==> src/rtl/cmos_cfg_sequencer.sv <==
// Shared OV5640 configuration sequencer: walks the register table for cmos1, then cmos2, through one SCCB write engine.
// Optional build macro CMOS_CFG_DELAY_EN: entries with reg_addr 16'hFFFF become reg_data-millisecond delays.
module cmos_cfg_sequencer #(
  parameter int         REG_NUM    = 252,
  parameter int         IDX_W      = 9,
  parameter logic [7:0] DEV_ADDR   = 8'h78,
  parameter int         RETRY_MAX  = 3,
  parameter int         DELAY_UNIT = 25000
) (
  input  logic             clk_25M,
  input  logic             reset_n,
  input  logic             initial_en,
  input  logic [1:0]       cam_rstn,
  output logic [IDX_W-1:0] tbl_index,
  input  logic [23:0]      tbl_data,
  output logic             sccb_start,
  output logic             sccb_sel,
  output logic [7:0]       sccb_dev,
  output logic [15:0]      sccb_addr,
  output logic [7:0]       sccb_wdata,
  input  logic             sccb_done,
  input  logic             sccb_nack,
  output logic [1:0]       cfg_done,
  output logic [1:0]       cfg_err,
  output logic             busy
);
  localparam int RTY_W = (RETRY_MAX < 1) ? 1 : $clog2(RETRY_MAX + 1);

  typedef enum logic [3:0] {
    S_IDLE, S_WAIT_CAM, S_FETCH, S_LATCH, S_ISSUE, S_WAIT, S_RETRY, S_NEXT,
`ifdef CMOS_CFG_DELAY_EN
    S_DELAY,
`endif
    S_DONE
  } state_e;

  state_e             state_q, state_d;
  logic               cam_q, cam_d;
  logic [IDX_W-1:0]   idx_q, idx_d;
  logic [15:0]        addr_q, addr_d;
  logic [7:0]         wdata_q, wdata_d;
  logic [RTY_W-1:0]   retry_q, retry_d;
  logic [1:0]         done_q, done_d;
  logic [1:0]         err_q, err_d;
  logic               abort_q, abort_d;
  logic               start_q, sel_q, busy_q;
  logic               cam_lost_s, abort_s;

`ifdef CMOS_CFG_DELAY_EN
  localparam int CNT_W = $clog2(255 * DELAY_UNIT + 1);
  logic [CNT_W-1:0]   dly_q, dly_d;
`endif

  assign cam_lost_s = ~cam_rstn[cam_q];

  // Next-state and datapath decisions; a camera dropping into reset is folded in after the case.
  always_comb begin
    state_d = state_q;
    cam_d   = cam_q;
    idx_d   = idx_q;
    addr_d  = addr_q;
    wdata_d = wdata_q;
    retry_d = retry_q;
    done_d  = done_q;
    err_d   = err_q;
    abort_d = abort_q;
    abort_s = 1'b0;
`ifdef CMOS_CFG_DELAY_EN
    dly_d   = dly_q;
`endif
    case (state_q)
      S_IDLE: begin
        if (initial_en) begin
          cam_d   = 1'b0;
          state_d = S_WAIT_CAM;
        end else begin
          state_d = S_IDLE;
        end
      end
      S_WAIT_CAM: begin
        if (cam_rstn[cam_q]) begin
          idx_d   = {IDX_W{1'b0}};
          state_d = S_FETCH;
        end else begin
          state_d = S_WAIT_CAM;
        end
      end
      S_FETCH: begin
        if (cam_lost_s) abort_s = 1'b1;
        else            state_d = S_LATCH;
      end
      S_LATCH: begin
        if (cam_lost_s) begin
          abort_s = 1'b1;
        end else begin
          addr_d  = tbl_data[23:8];
          wdata_d = tbl_data[7:0];
          retry_d = {RTY_W{1'b0}};
`ifdef CMOS_CFG_DELAY_EN
          if (tbl_data[23:8] == 16'hFFFF) begin
            if (tbl_data[7:0] == 8'd0) begin
              state_d = S_NEXT;
            end else begin
              dly_d   = CNT_W'(tbl_data[7:0]) * CNT_W'(DELAY_UNIT) - CNT_W'(1);
              state_d = S_DELAY;
            end
          end else begin
            state_d = S_ISSUE;
          end
`else
          state_d = S_ISSUE;
`endif
        end
      end
      S_ISSUE: begin
        if (cam_lost_s) abort_s = 1'b1;
        else            state_d = S_WAIT;
      end
      // A reset seen while a write is outstanding is remembered until that write's done arrives.
      S_WAIT: begin
        if (sccb_done) begin
          if (abort_q || cam_lost_s) begin
            abort_s = 1'b1;
          end else if (!sccb_nack) begin
            state_d = S_NEXT;
          end else if (retry_q < RTY_W'(RETRY_MAX)) begin
            retry_d = retry_q + RTY_W'(1);
            state_d = S_RETRY;
          end else begin
            err_d[cam_q] = 1'b1;
            state_d      = S_NEXT;
          end
        end else begin
          abort_d = abort_q | cam_lost_s;
        end
      end
      S_RETRY: begin
        if (cam_lost_s) abort_s = 1'b1;
        else            state_d = S_ISSUE;
      end
`ifdef CMOS_CFG_DELAY_EN
      S_DELAY: begin
        if (cam_lost_s) begin
          abort_s = 1'b1;
        end else if (dly_q == {CNT_W{1'b0}}) begin
          state_d = S_NEXT;
        end else begin
          dly_d = dly_q - CNT_W'(1);
        end
      end
`endif
      S_NEXT: begin
        if (cam_lost_s) begin
          abort_s = 1'b1;
        end else if (idx_q == IDX_W'(REG_NUM - 1)) begin
          done_d[cam_q] = 1'b1;
          if (cam_q == 1'b0) begin
            cam_d   = 1'b1;
            state_d = S_WAIT_CAM;
          end else begin
            state_d = S_DONE;
          end
        end else begin
          idx_d   = idx_q + IDX_W'(1);
          state_d = S_FETCH;
        end
      end
      S_DONE:  state_d = S_DONE;
      default: state_d = S_IDLE;
    endcase

    if (abort_s) begin
      state_d      = S_WAIT_CAM;
      idx_d        = {IDX_W{1'b0}};
      err_d[cam_q] = 1'b0;
      abort_d      = 1'b0;
    end else begin
      abort_d = abort_d & (state_d == S_WAIT);
    end
  end

  // State, datapath and registered bus outputs.
  always_ff @(posedge clk_25M or negedge reset_n) begin
    if (!reset_n) begin
      state_q <= S_IDLE;
      cam_q   <= 1'b0;
      idx_q   <= {IDX_W{1'b0}};
      addr_q  <= 16'h0000;
      wdata_q <= 8'h00;
      retry_q <= {RTY_W{1'b0}};
      done_q  <= 2'b00;
      err_q   <= 2'b00;
      abort_q <= 1'b0;
      start_q <= 1'b0;
      sel_q   <= 1'b0;
      busy_q  <= 1'b0;
    end else begin
      state_q <= state_d;
      cam_q   <= cam_d;
      idx_q   <= idx_d;
      addr_q  <= addr_d;
      wdata_q <= wdata_d;
      retry_q <= retry_d;
      done_q  <= done_d;
      err_q   <= err_d;
      abort_q <= abort_d;
      start_q <= (state_d == S_ISSUE);
      sel_q   <= cam_d;
      busy_q  <= (state_d != S_IDLE) && (state_d != S_DONE);
    end
  end

`ifdef CMOS_CFG_DELAY_EN
  // Millisecond delay down-counter, loaded on a delay entry.
  always_ff @(posedge clk_25M or negedge reset_n) begin
    if (!reset_n) dly_q <= {CNT_W{1'b0}};
    else          dly_q <= dly_d;
  end
`endif

  assign tbl_index  = idx_q;
  assign sccb_start = start_q;
  assign sccb_sel   = sel_q;
  assign sccb_dev   = DEV_ADDR;
  assign sccb_addr  = addr_q;
  assign sccb_wdata = wdata_q;
  assign cfg_done   = done_q;
  assign cfg_err    = err_q;
  assign busy       = busy_q;
endmodule
==> config.mk <==
export PLATFORM = sky130hd
export DESIGN_NAME = cmos_cfg_sequencer
export DESIGN_NICKNAME = d
export VERILOG_FILES = /design/src/rtl/cmos_cfg_sequencer.sv
export SDC_FILE = /design/constraint.sdc
export NUM_CORES = 1
export LEC_CHECK = 0
export ABC_AREA = 1
export CAP_MARGIN = 15
export CORE_MARGIN = 4
export CORE_UTILIZATION = 56
export CTS_CLUSTER_SIZE = 25
export DETAILED_ROUTE_END_ITERATION = 7
export DONT_BUFFER_PORTS = 1
export PLACE_DENSITY = 0.7
export SKIP_LAST_GASP = 1
export SLEW_MARGIN = 0
export SYNTH_ARGS = -nofsm -noshare
export SYNTH_HDL_FRONTEND = slang
export SYNTH_SLANG_ARGS = --single-unit
==> constraint.sdc <==
create_clock -name clk_25M -period 1.5 [get_ports clk_25M]
set_clock_uncertainty 0.2 [all_clocks]
set_input_delay 0.3 -clock clk_25M [delete_from_list [all_inputs] [get_ports clk_25M]]
set_output_delay 0.3 -clock clk_25M [all_outputs]
set_load 0.03 [all_outputs]
=== Word level (Yosys, flattened, before mapping) ===
Index checks and enable logic that the tools add are counted.
W data, S select, Z words.

* Bits of input ports: 31
* Register bits: 47
* Output and inout bits: 48
* Word-level logic and storage cells: 107

* $add $sub $neg: 2
* Reduce and logical (&&, ||, !) cells: 15
* Magnitude comparators: 3
* Eq/ne operators: 23
* Muxes and demuxes: 46
* Bitwise logic cells: 7

{| class="wikitable"
|+ Operators with widths
! cell !! count
|-
| $mux W4 || 9
|-
| $mux W9 || 4
|-
| $pmux W4 S8 || 1
|-
| $eq A4 B3 Y1 const B || 6
|-
| $mux W2 || 12
|-
| $pmux W9 S2 || 1
|-
| $ne A2 B2 Y1 const B || 8
|-
| $mux W1 || 15
|-
| $add A9 B1 Y9 const B || 1
|-
| $eq A9 B8 Y1 const B || 1
|-
| $ne A3 B3 Y1 const B || 3
|-
| $eq A4 B2 Y1 const B || 2
|-
| $reduce_and A4 Y1 || 2
|-
| $reduce_and A6 Y1 || 1
|-
| $reduce_or A5 Y1 || 1
|-
| $eq A4 B1 Y1 const B || 1
|-
| $eq A4 B4 Y1 const B || 1
|-
| $logic_not A4 Y1 || 1
|-
| $ne A4 B4 Y1 const B || 1
|-
| $or A2 B2 Y2 || 2
|-
| $pmux W1 S2 || 2
|-
| $pmux W2 S2 || 1
|-
| $reduce_bool A2 Y1 || 2
|-
| $reduce_bool A4 Y1 || 1
|-
| 16 further kinds || 17
|}

=== Logic depth before layout (Yosys ltp) ===
* Depth after elaboration: 12
* Gate-level depth with buffers: 10
* Gate-level depth less buffers: 10

=== Least setup slack after synthesis ===
No wires, ideal clock.

* Path kind: register to register
* From: register idx_q[0] (netlist: tbl_index[0])
* To: register idx_q[7] (netlist: tbl_index[7])
* Setup slack: -353 ps
* Required time: 1224 ps
* Period minus slack after synthesis: 1853 ps
* Path buffers: 0
* Library setup time: 76 ps
* Stages on the path, launching flop included: 10
* Arrival: 1577 ps
* Path through: dfrtp_1 ha_1 nand2_1 nor2_1 nand2_1 nand2_4 o21ai_2 nor2_4 nand2_1 o21ai_1

* Longest elaborated chain between the ends: 5
* Elaborated cells between the ends (all ways): 8
* Classes of those cells: add/sub: 1; eq/ne: 2; mux: 4; reduce/logical: 1

{| class="wikitable"
|+ Ends and longest elaborated chain
! what !! line !! source
|-
| start: declaration || 39 || <nowiki>logic [IDX_W-1:0] idx_q, idx_d;</nowiki>
|-
| start signal: assignment || 187 || <nowiki>idx_q <= {IDX_W{1'b0}};</nowiki>
|-
| start signal: assignment || 200 || <nowiki>idx_q <= idx_d;</nowiki>
|-
| $add A9 B1 Y9 || 164 || <nowiki>idx_d = idx_q + IDX_W'(1);</nowiki>
|-
| $mux W9 || 155 || <nowiki>end else if (idx_q == IDX_W'(REG_NUM - 1)) begin</nowiki>
|-
| $mux W9 || 153 || <nowiki>if (cam_lost_s) begin</nowiki>
|-
| $pmux W9 S2 || 71 || <nowiki>case (state_q)</nowiki>
|-
| $mux W9 || 172 || <nowiki>if (abort_s) begin</nowiki>
|}

Parallel ways exist; a longest one is shown, timed or not. The select of a mux whose other input is x is not followed.
A chain may end at the register's enable or synchronous reset.

=== Final worst setup path ===
* From: register state_q[3]
* To: register idx_q[4] (netlist: tbl_index[4])

* Longest elaborated chain between the ends: 5
* Elaborated cells between the ends (all ways): 16
* Classes of those cells: eq/ne: 10; mux: 3; reduce/logical: 3

{| class="wikitable"
|+ Ends and longest elaborated chain
! what !! line !! source
|-
| start: declaration || 37 || <nowiki>state_e state_q, state_d;</nowiki>
|-
| start signal: assignment || 198 || <nowiki>state_q <= state_d;</nowiki>
|-
| $eq A4 B3 Y1 / $eq A4 B2 Y1 (equally long branches) || 71 ||
|-
| $reduce_or A5 Y1 (no line) || n/a ||
|-
| $pmux W1 S2 || 71 ||
|-
| $ne A3 B3 Y1 (no line) / $reduce_bool A3 Y1 (equally long branches) || n/a ||
|-
| $reduce_and A4 Y1 (no line) || n/a ||
|}

Parallel ways exist; a longest one is shown, timed or not.

==> flow_metrics.py <==
metrics = {
    "global_route": {
        "vias_in_the_first_global_route": 2281,
        "grt_start_max_net_pins": 48,
        "number_of_antenna_violations_at_the_first_check_in_global_routing": 1,
        "groute.usage.overall_pct": 25.7,
        "wire_length_of_the_first_global_routing_pass_um": 10600,
        "grt_remaining_overflow": 0,
    },
    "synthesis": {
        "synthesis.area_per_instance_um2": 7.91,
        "yosys.cell_types.count": 32,
        "yosys.area.top_type_share_pct": 48.3,
        "ys_seq_elements": 47,
        "post_synth_inst_count": 308,
        "synth.top_cells.by_area": "sky130_fd_sc_hd__dfrtp_1, sky130_fd_sc_hd__nand2_1, sky130_fd_sc_hd__nor2_1",
        "synth-warning-count": 0,
        "yosysSeqAreaShare_pct": 48.3,
        "synthDominantAreaCellType": "sky130_fd_sc_hd__dfrtp_1",
        "synth_area_um2": 2430,
    },
    "detailed_routing": {
        "drt_wl_total_um": 6950,
        "final_antenna_net_count": 0,
        "vias": 2292,
        "detailedRoute.firstIterationViolations": 187,
        "pre_antenna_drt_iters": 7,
        "route.detailed.vias_per_inst": 5.13,
        "drt_drc_violations_left": 0,
        "wl_per_cell_um": 15.6,
    },
    "timing": {
        "timing.final.crit_period_ns": 1.72,
        "rsz0062_at_grt": "true",
        "report.final.hold_viol_count": 47,
        "timing.setup.tns_ns": -5.56,
        "whs_ns": -0.528,
        "final_setup_slack_of_the_worst_path_ns": -0.223,
        "finalSetupViolCount": 48,
        "post-route-period-util_pct": 115,
        "timing.fmax_mhz": 580,
        "slew_viol_final": 0,
    },
    "power_and_ir_drop": {
        "power.leakage_nw": 1.80,
        "power.total_mw": 5.73,
        "vdd.ir_drop.worst_mv": 1.11,
        "power_density_nw_per_um2": 1640,
    },
    "setup_path": {
        "critPathSlowestCell": "sky130_fd_sc_hd__dfrtp_2",
        "worst-path-buf-inv": 1,
        "timing.critical_path.cells": "nor2_4 -> nand2_2 -> nor2_4 -> nand2_4 -> o21ai_4 -> buf_4 -> nand3_1 -> nand2_1",
        "critical_path.top_delay_family": "simple AND/OR/NAND/NOR gates",
        "worstReg2RegStart": "state_q[3]$_DFF_PN0_",
        "criticalPathCategory": "flip-flop to flip-flop",
        "cp.required_ns": 1.54,
        "path_max_fanout": 5,
        "cp_dominant_cell_by_count": "sky130_fd_sc_hd__nor2_4",
        "crit_path_start": "state_q[3]$_DFF_PN0_",
        "slowest_delay_ns": 0.46,
        "endpoint_kind": "flip-flop",
        "cp.arrival_ns": 1.77,
        "timing.critical_path.from_type": "flip-flop",
    },
    "place": {
        "gp_congestion": 0.923,
        "dp.final_hpwl_um": 4270,
        "number_of_placed_instances_with_taps_included": 396,
        "io_buffers": 0,
    },
    "die": {
        "die-area_um2": 5470,
        "row_count": 23,
        "dieWidth_um": 73.9,
        "core_um2": 4120,
        "floorplan.die.height_um": 73.9,
        "initial_core_util_pct": 59.2,
        "io_pins": 79,
    },
    "final_layout": {
        "final_core_util_pct": 84.9,
        "area_delta_synth_final_pct": 43.5,
        "net_count_reported_at_finish": 428,
        "fillCellCount": 224,
        "drive_gt1_share_pct": 32.1,
        "layout.cells.most_common": "sky130_fd_sc_hd__nand2_1",
        "mostFrequentLayoutCells": "sky130_fd_sc_hd__nand2_1, sky130_fd_sc_hd__buf_4, sky130_fd_sc_hd__dfrtp_1",
        "finish.cell_count_without_fillers": 447,
    },
    "clock_network": {
        "numCtsBuffers": 5,
        "cts.htree.levels": 2,
        "cts.sinks": 47,
        "max-clock-path-buffers": 2,
        "buffer_type_at_the_clock_tree_root": "sky130_fd_sc_hd__clkbuf_8",
        "cts.reportedPaths.clkPinSlew_ns": 0.09,
        "holdBufCountCts": 24,
        "clock_tree_from_tritoncts": "built",
        "clk_latency_ns": 0.31,
    },
    "run_status": {
        "result_of_the_run": "finished with violations",
        "failed_checks": "negative hold slack, negative setup slack",
    },
    "worst_hold_path": {
        "hold_path_class": "primary input to asynchronous set/reset pin",
    },
    "flow_run": {
        "cap_violations": 0,
    },
}
==> worst paths after layout <==
kind,end,slack (ns),cells past startpoint
min in group clk_25M,sccb_sel$_DFFE_PN0P_,0.06,3
setup / recovery,tbl_index[4]$_DFFE_PN0P_,-0.22,8
hold reg to reg,retry_q[1]$_DFFE_PN0P_,0.30,2
setup reg to reg,tbl_index[4]$_DFFE_PN0P_,-0.22,8
hold / removal,sccb_sel$_DFFE_PN0P_,-0.53,0
max in group asynchronous,tbl_index[4]$_DFFE_PN0P_,1.52,0
==> cell type report <==
cell class              count  area, µm²  area share, %
clock buffers               6       82.6           2.36
flip-flops and latches     47       1180           33.9
clock inverters             2       38.8           1.11
inverters                  27        108           3.08
repair buffers             86        753           21.6
multi-input cells         228       1260           36.2
well taps                  50       62.6           1.79
diodes                      1       2.50         0.0716
==> registers in the layout, indices dropped and copies added, names as in the netlist <==
register    cells
sccb_start      1
sccb_wdata      8
tbl_index       9
busy            1
sccb_sel        1
abort_q         1
retry_q         2
cfg_err         2
cfg_done        2
sccb_addr      16
state_q         4
==> synthesized netlist by cell type <==
| library cell | instances |
|---|---|
| sky130_fd_sc_hd__nor2_4 | 6 |
| sky130_fd_sc_hd__nand4_1 | 4 |
| sky130_fd_sc_hd__nor3_1 | 5 |
| sky130_fd_sc_hd__a31oi_1 | 1 |
| sky130_fd_sc_hd__nand2_4 | 3 |
| sky130_fd_sc_hd__buf_4 | 8 |
| sky130_fd_sc_hd__or2_2 | 1 |
| sky130_fd_sc_hd__nor3b_1 | 1 |
| sky130_fd_sc_hd__conb_1 | 2 |
| sky130_fd_sc_hd__nand3_1 | 14 |
| sky130_fd_sc_hd__nor2_1 | 24 |
| sky130_fd_sc_hd__nor2_2 | 1 |
| sky130_fd_sc_hd__o21bai_1 | 1 |
| sky130_fd_sc_hd__o21ai_2 | 2 |
| sky130_fd_sc_hd__dfrtp_1 | 47 |
| sky130_fd_sc_hd__xor2_1 | 4 |
| sky130_fd_sc_hd__o21ai_0 | 7 |
| sky130_fd_sc_hd__o211ai_2 | 1 |
| sky130_fd_sc_hd__a21oi_2 | 1 |
| sky130_fd_sc_hd__nand2_1 | 130 |
| sky130_fd_sc_hd__o21ai_1 | 1 |
| sky130_fd_sc_hd__ha_1 | 2 |
| sky130_fd_sc_hd__nand2b_4 | 1 |
| sky130_fd_sc_hd__inv_1 | 22 |
| sky130_fd_sc_hd__nand2_2 | 4 |
| sky130_fd_sc_hd__o22ai_1 | 2 |
| sky130_fd_sc_hd__clkinv_1 | 1 |
| sky130_fd_sc_hd__a21oi_1 | 1 |
| sky130_fd_sc_hd__a21oi_4 | 2 |
| sky130_fd_sc_hd__xnor2_1 | 1 |
| sky130_fd_sc_hd__buf_2 | 4 |
| sky130_fd_sc_hd__inv_2 | 4 |
==> through the flow <==
stage | cell area [µm²] | hold slack (ns) | setup WS (ns)
after floorplan | 2540 | -0.196 | -0.137
after global placement | 2880 | -0.194 | -0.158
after detailed placement | 2880 | -0.194 | -0.183
final | 3490 | -0.528 | -0.223
after global routing | 3490 | -0.540 | -0.293
after CTS | 3410 | -0.532 | -0.164
==> layer usage <==
layer | up-vias | routed length [µm] | track usage [%]
li1 | 1116 | - | -
met1 | 1078 | 2720 | 30.7
met2 | 87 | 3670 | 44.5
met3 | 11 | 446 | 7.57
met4 | 0 | 114 | 8.45
met5 | - | 0 | 0
==> power breakdown <==
group	switching [mW]	internal, mW	leakage (nW)	total (mW)
sequential	0.932	1.64	0.594	2.58
clock	0.458	0.549	0.0618	1.01
combinational	1.22	0.921	1.14	2.15
total	2.61	3.11	1.80	5.73
==> repair_timing <==
action	in CTS	in global routing
resized for setup	23	8
endpoints found under the setup margin	47	49
pin swaps	9	6
hold endpoints to repair	71	47
setup buffers	11	7
==> logic make-up (layout without fill, tap and decap cells) <==
| logic type | Yosys count | in the layout | share of synthesized area [%] |
|---|---|---|---|
| and+or+nand+nor | 194 | 194 | 35.3 |
| DFF | 47 | 47 | 48.3 |
| buffers and inverters | 39 | 121 | 7.45 |
| AOI/OAI and AO/OA | 19 | 19 | 5.86 |
| xor gates and xnor gates | 5 | 5 | 1.80 |
| adders and majority gates | 2 | 2 | 1.03 |
| other | 2 | 9 | 0.308 |
(Power assumes the default switching activity.)
